===== config.mk =====
export PLATFORM = sky130hd
export DESIGN_NAME = jacobi_sequencer
export DESIGN_NICKNAME = d
export VERILOG_FILES = /design/src/rtl/jacobi_sequencer.sv
export SDC_FILE = /design/constraint.sdc
export NUM_CORES = 1
export LEC_CHECK = 0
export CORE_ASPECT_RATIO = 0.6
export CORE_MARGIN = 3
export CORE_UTILIZATION = 25
export DETAILED_ROUTE_END_ITERATION = 12
export PLACE_DENSITY_LB_ADDON = 0.05
export SYNTH_ARGS = -nofsm -noshare
export SYNTH_HDL_FRONTEND = slang
export SYNTH_SLANG_ARGS = --single-unit

===== constraint.sdc =====
create_clock -name Clk -period 2.8 [get_ports Clk]
set_clock_uncertainty 0.1 [all_clocks]
set_input_delay 0.56 -clock Clk [delete_from_list [all_inputs] [get_ports Clk]]
set_output_delay 0.56 -clock Clk [all_outputs]
set_load 0.03 [all_outputs]

===== src/rtl/jacobi_sequencer.sv =====
`timescale 1ns/1ps
// jacobi_sequencer
// Controls a scan-chained array of Jacobi nodes through a full job:
// the host loads one word per node, the array relaxes for a given number
// of iterations, and the result is shifted back out to the host.
// Unloaded words are fed back into the chain tail, so the array still
// holds its values after the job.
//
// Ports:
//   Clk, Reset        clock and synchronous active-high reset
//   Start, Iters      job request and iteration count (captured on Start in IDLE)
//   LoadValid/Ready   host load handshake, word on LoadData
//   ScanEnable        shift the whole chain one node toward node 0
//   ScanData          word entering the chain tail (node NODES-1)
//   ScanIn            word leaving the chain head (node 0)
//   Enable            Jacobi compute enable to the interior nodes
//   UnloadValid/Ready host unload handshake, word on UnloadData
//   Busy, Done        job in progress, one-cycle completion pulse
module jacobi_sequencer #(
  parameter int WIDTH  = 8,
  parameter int NODES  = 16,
  parameter int CWIDTH = 7
) (
  input  logic              Clk,
  input  logic              Reset,
  input  logic              Start,
  input  logic [CWIDTH-1:0] Iters,
  input  logic              LoadValid,
  input  logic [WIDTH-1:0]  LoadData,
  output logic              LoadReady,
  output logic              ScanEnable,
  output logic [WIDTH-1:0]  ScanData,
  input  logic [WIDTH-1:0]  ScanIn,
  output logic              Enable,
  output logic              UnloadValid,
  output logic [WIDTH-1:0]  UnloadData,
  input  logic              UnloadReady,
  output logic              Busy,
  output logic              Done
);

  // One spare bit so the counter can represent NODES itself.
  localparam int SW = $clog2(NODES) + 1;
  localparam logic [SW-1:0] LASTSHIFT = SW'(NODES - 1);

  typedef enum logic [2:0] {IDLE, LOAD, RUN, UNLOAD, DONE} seqState;

  seqState           state, nextState;
  logic [SW-1:0]     shiftCount, nextShiftCount;
  logic [CWIDTH-1:0] iterCount, nextIterCount;

  always_ff @(posedge Clk) begin
    if (Reset) begin
      state      <= IDLE;
      shiftCount <= '0;
      iterCount  <= '0;
    end else begin
      state      <= nextState;
      shiftCount <= nextShiftCount;
      iterCount  <= nextIterCount;
    end
  end

  always_comb begin
    nextState      = state;
    nextShiftCount = shiftCount;
    nextIterCount  = iterCount;
    LoadReady      = 1'b0;
    ScanEnable     = 1'b0;
    ScanData       = '0;
    Enable         = 1'b0;
    UnloadValid    = 1'b0;
    UnloadData     = '0;
    Done           = 1'b0;

    case (state)
      IDLE: begin
        if (Start) begin
          nextIterCount  = Iters;
          nextShiftCount = '0;
          nextState      = LOAD;
        end
      end

      // Words pushed out of node 0 while loading are stale and simply dropped.
      LOAD: begin
        LoadReady  = 1'b1;
        ScanData   = LoadData;
        ScanEnable = LoadValid;
        if (LoadValid) begin
          if (shiftCount == LASTSHIFT) begin
            nextShiftCount = '0;
            nextState      = (iterCount != '0) ? RUN : UNLOAD;
          end else begin
            nextShiftCount = shiftCount + 1'b1;
          end
        end
      end

      // RUN is only entered with a nonzero count, so Enable stays up for
      // exactly the captured number of cycles.
      RUN: begin
        Enable = 1'b1;
        if (iterCount != '0) nextIterCount = iterCount - 1'b1;
        if (iterCount <= CWIDTH'(1)) nextState = UNLOAD;
      end

      // Recirculating the head word back into the tail restores the array
      // after a full pass.
      UNLOAD: begin
        UnloadValid = 1'b1;
        UnloadData  = ScanIn;
        ScanData    = ScanIn;
        ScanEnable  = UnloadReady;
        if (UnloadReady) begin
          if (shiftCount == LASTSHIFT) begin
            nextShiftCount = '0;
            nextState      = DONE;
          end else begin
            nextShiftCount = shiftCount + 1'b1;
          end
        end
      end

      DONE: begin
        Done      = 1'b1;
        nextState = IDLE;
      end

      default: nextState = IDLE;
    endcase
  end

  assign Busy = (state != IDLE);

endmodule


* Yosys cells after proc, flatten, opt, wreduce, memory -nomap -nowiden *
Index checks and enable logic that the tools add are counted.

word-level totals
  bits in registers = 15
  input port bits = 28
  output and inout port bits = 22
  logic and storage cells = 49

operators by class
  add/subtract/negate cells = 2
  magnitude comparators = 1
  equal/unequal tests = 12
  multiplexer cells = 23
  reduce and logical (&&, ||, !) cells = 8

operators by type and width
  operator                                              count
  2-to-1 mux 5 bit                                      4
  2-to-1 mux 3 bit                                      6
  one-hot mux 8 bit (2 select lines)                    1
  one-hot mux 5 bit (3 select lines)                    1
  2-to-1 mux 7 bit                                      2
  != test 2 bit (second input constant)                 7
  one-hot mux 7 bit (2 select lines)                    1
  one-hot mux 3 bit (4 select lines)                    1
  2-to-1 mux 8 bit                                      1
  <= comparator 7 x 1 -> 1 bit (second input constant)  1
  nonzero test 7 bit                                    1
  subtractor 7 x 1 -> 7 bit (second input constant)     1
  equality test 3 x 2 -> 1 bit (second input constant)  2
  AND reduction 6 bit                                   1
  nonzero test 3 bit                                    2
  adder 5 x 1 -> 5 bit (second input constant)          1
  equality test 5 x 4 -> 1 bit (second input constant)  1
  2-to-1 mux 1 bit                                      5
  AND reduction 4 bit                                   1
  equality test 3 x 1 -> 1 bit (second input constant)  1
  equality test 3 bit (second input constant)           1
  zero test 3 bit                                       1
  AND reduction 3 bit                                   1
  one-hot mux 1 bit (2 select lines)                    1
  nonzero test 2 bit                                    1

* Depth between registers and ports, before layout *
  depth in word-level cells = 5
  mapped depth = 6
  gate-level depth less buffers = 6

* Least setup slack after synthesis *
OpenSTA, ideal clock, no wires.

  path kind = register -> output
  start = register state[0]
  end = output port ScanEnable
  arrival time = 1.833 ns
  data required time = 2.140 ns
  setup slack = 0.307 ns
  cell stages (with the launch flop) = 5
  path buffers = 1
  cell sequence = dfxtp_1 > buf_6 > clkinv_1 > nor3_1 > a22o_1

on the way
  longest elaborated chain between the ends = 2
  elaborated cells on any way between the ends = 3
  classes of those cells = eq/ne: 2; mux: 1

ends and longest elaborated chain
  what                                                                          RTL line  text
  from (decl)                                                                   48        seqState state, nextState;
  from (signal assigned)                                                        58        state <= nextState;
  equality test 3 x 2 -> 1 bit or equality test 3 x 1 -> 1 bit (tied branches)  76        case (state)
  one-hot mux 1 bit (2 select lines) *                                          76
  to (decl)                                                                     31        output logic ScanEnable,

Mark *: on every way between the ends. The rest lies on a longest branch, timed or not.

* Final worst setup path *
  start = register state[1]
  end = output port ScanData[4]

on the way
  longest elaborated chain between the ends = 2
  elaborated cells on any way between the ends = 3
  classes of those cells = eq/ne: 2; mux: 1

ends and longest elaborated chain
  what                                                                          RTL line  text
  equality test 3 x 2 -> 1 bit or equality test 3 x 1 -> 1 bit (tied branches)  76
  one-hot mux 8 bit (2 select lines) *                                          76
  to (decl)                                                                     32        output logic [WIDTH-1:0] ScanData,

Marks and branches as above.

==> results.yml <==
drt:
  final_antenna_net_count: 0
  first_pass_iters: 4
  wl_um: 3970
  drcViolationCount: 0
  viasPerCell: 5.03
  post_drt_wl_per_cell_um: 15.1
  vias: 1319
  drt_iter0_markers: 74
place:
  io_buffer_count: 49
  dpl.hpwl_um: 3120
  dp.cells: 258
  place_ws_ps: 195
  placed_area_sq_mm: 0.00177
  gp_congestion: 0.821
global_route:
  grt_antenna_before_repair: 0
  grt_pass1_vias: 1181
  track_usage_pct: 14.5
  grt_first_pass_wirelength_um: 6290
  overflow: 0
  grt_max_degree: 15
synthesis:
  synth-edff-count: 0
  synth_fp_nets: 172
  yosysSeqAreaShare_pct: 26.6
  syn_inst: 140
  synth_ff_type: "dfxtp_1"
  synthArstFlopShare_pct: 0
  synth-seq-cells: 15
  synth_cell_types: 48
  avgSynthCellArea_sq_um: 8.07
  synth_area_sq_mm: 0.00113
  yosys_warnings: 0
clocking:
  cts_tree: "done"
  ctsHtreeMaxLevel: 1
  root_buffer: "clkbuf_8"
  clkTransAtPathRegs_ps: 60
  ctsHoldBuffers: 0
  cts_buffers: 3
  clock_path_buffers: 2
  cts_sinks: 15
  worstSkewPairLatency_ps: 250
worst_setup_path:
  rrSetupSlack_ps: 740
  setup.worst_path.start_class: "flip-flop"
  crit_path_end_kind: "output port"
  cp.required_ps: 2140
  worst-path-buf-inv: 3
  crit_slowest_cell: "clkdlybuf4s50_1"
  crit_top_cell: "buf_4"
  arrival_ps: 2020
  crit_type: "reg2out"
  crit_path_cell_trace: "buf_4, nor3_2, buf_4, a21o_1, clkdlybuf4s50_1"
  slowest_delay_ps: 660
  critPathTopFamily: "buffers and inverters"
  worstPathMaxFanout: 11
pwr:
  p_leak_nw: 0.790
  power_mw: 0.836
  power.density_mw_per_mm2: 461
  vdd_drop_max_uv: 175
sta:
  fin_crit_sh_pct: 95.8
  final.setup.worst_slack_ps: 116
  holdWs_ps: 373
  rsz0062_at_grt: "false"
  fmax_mhz: 373
  setup_violations: 0
  fin_setup_tns_ps: 0
  min_period_ps: 2680
  slew_headroom_pct: 71.2
  drv_slew: 0
  finalHoldViolCount: 0
  worst_pin_slew_ps: 429
final_layout:
  mostFrequentLayoutCells: "clkdlybuf4s50_1 (45), buf_4 (18), dfxtp_1 (15)"
  design_area_sq_mm: 0.00182
  synthToLayoutAreaGrowth_pct: 60.7
  diodes: 0
  fin_cells: 262
  final_common_cell: "clkdlybuf4s50_1"
  fin_nets: 235
  utilization_pct: 42.9
  drive_above_1_share_pct: 15.3
floorplanning:
  coreArea_sq_mm: 0.00423
  die_h_um: 58.1
  die_w_um: 92.8
  dieArea_sq_mm: 0.00539
  rows: 18
  num_io_pins: 50
  initial_core_util_pct: 26.7
worst_hold_path:
  min_path_type: "reg2reg"
run_status:
  status: "finished, final reports clean"
flow_run:
  drv_cap: 0
layout make-up:
type,count,area [sq um]
fill,449,2420
sequential,15,300
inverter,6,22.5
timing repair buffer,64,598
tap,60,75.1
clock buffer,4,45.0
multi-input combinational,113,774
what timing repair did:
item                       in CTS  in global routing
setup buffers                   0                  0
setup endpoints to repair       0                  1
gates resized for setup         0                  1
routing by layer:
metal	track usage (%)	share of wire, %	up-vias
li1	-	-	662
met1	24.3	56	620
met2	17.9	37	35
met3	4.02	5.7	2
met4	1.88	0.30	0
met5	0	0	-
path summary, 6_finish.rpt:
check           startpoint            end  cells after the start
max               state[1]    ScanData[4]                      5
min          shiftCount[4]  shiftCount[4]                      1
max reg2reg       state[1]   iterCount[4]                      5
min reg2reg  shiftCount[4]  shiftCount[4]                      1
worst register-to-register path, delay by kind of cell (launching register included):
| family | cells | cell delay, ps |
|---|---|---|
| AND/OR/NAND/NOR | 2 | 960 |
| flip-flops | 1 | 420 |
| AO/OA/AOI/OAI | 2 | 240 |
| buffers and inverters | 1 | 220 |
registers in the layout, indices dropped and copies added, names as in the netlist:
signal,cells
iterCount,7
shiftCount,5
state,3
kinds of logic after synthesis:
| family | count (synthesis) | share of synthesized area, % |
|---|---|---|
| flip-flops | 15 | 26.6 |
| AO/OA/AOI/OAI | 45 | 29.2 |
| buffers and inverters | 12 | 4.87 |
| adder cells (fa/ha/maj) | 4 | 4.43 |
| AND/OR/NAND/NOR | 63 | 34.0 |
| multiplexers | 1 | 0.886 |
power breakdown:
group          switching (mW)  leakage [nW]  internal [mW]  total (mW)
Combinational           0.214         0.644          0.189       0.404
Sequential             0.0227         0.123          0.231       0.254
Clock                  0.0779        0.0228          0.101       0.179
Total                   0.315         0.790          0.522       0.836
cell usage after synthesis (3+ instances only):
library cell	count	area [sq um]
dfxtp_1	15	300
and3_1	11	68.8
a21o_1	9	67.6
a21oi_1	9	45.0
nor2_1	9	33.8
nand2_1	8	30.0
nor3_1	8	40.0
nand3_1	6	30.0
a31oi_1	5	31.3
ha_1	4	50.1
inv_1	4	15.0
o21ai_0	4	20.0
or3_1	4	25.0
clkbuf_1	3	11.3
Note: power is estimated with default switching activity, not from simulation.
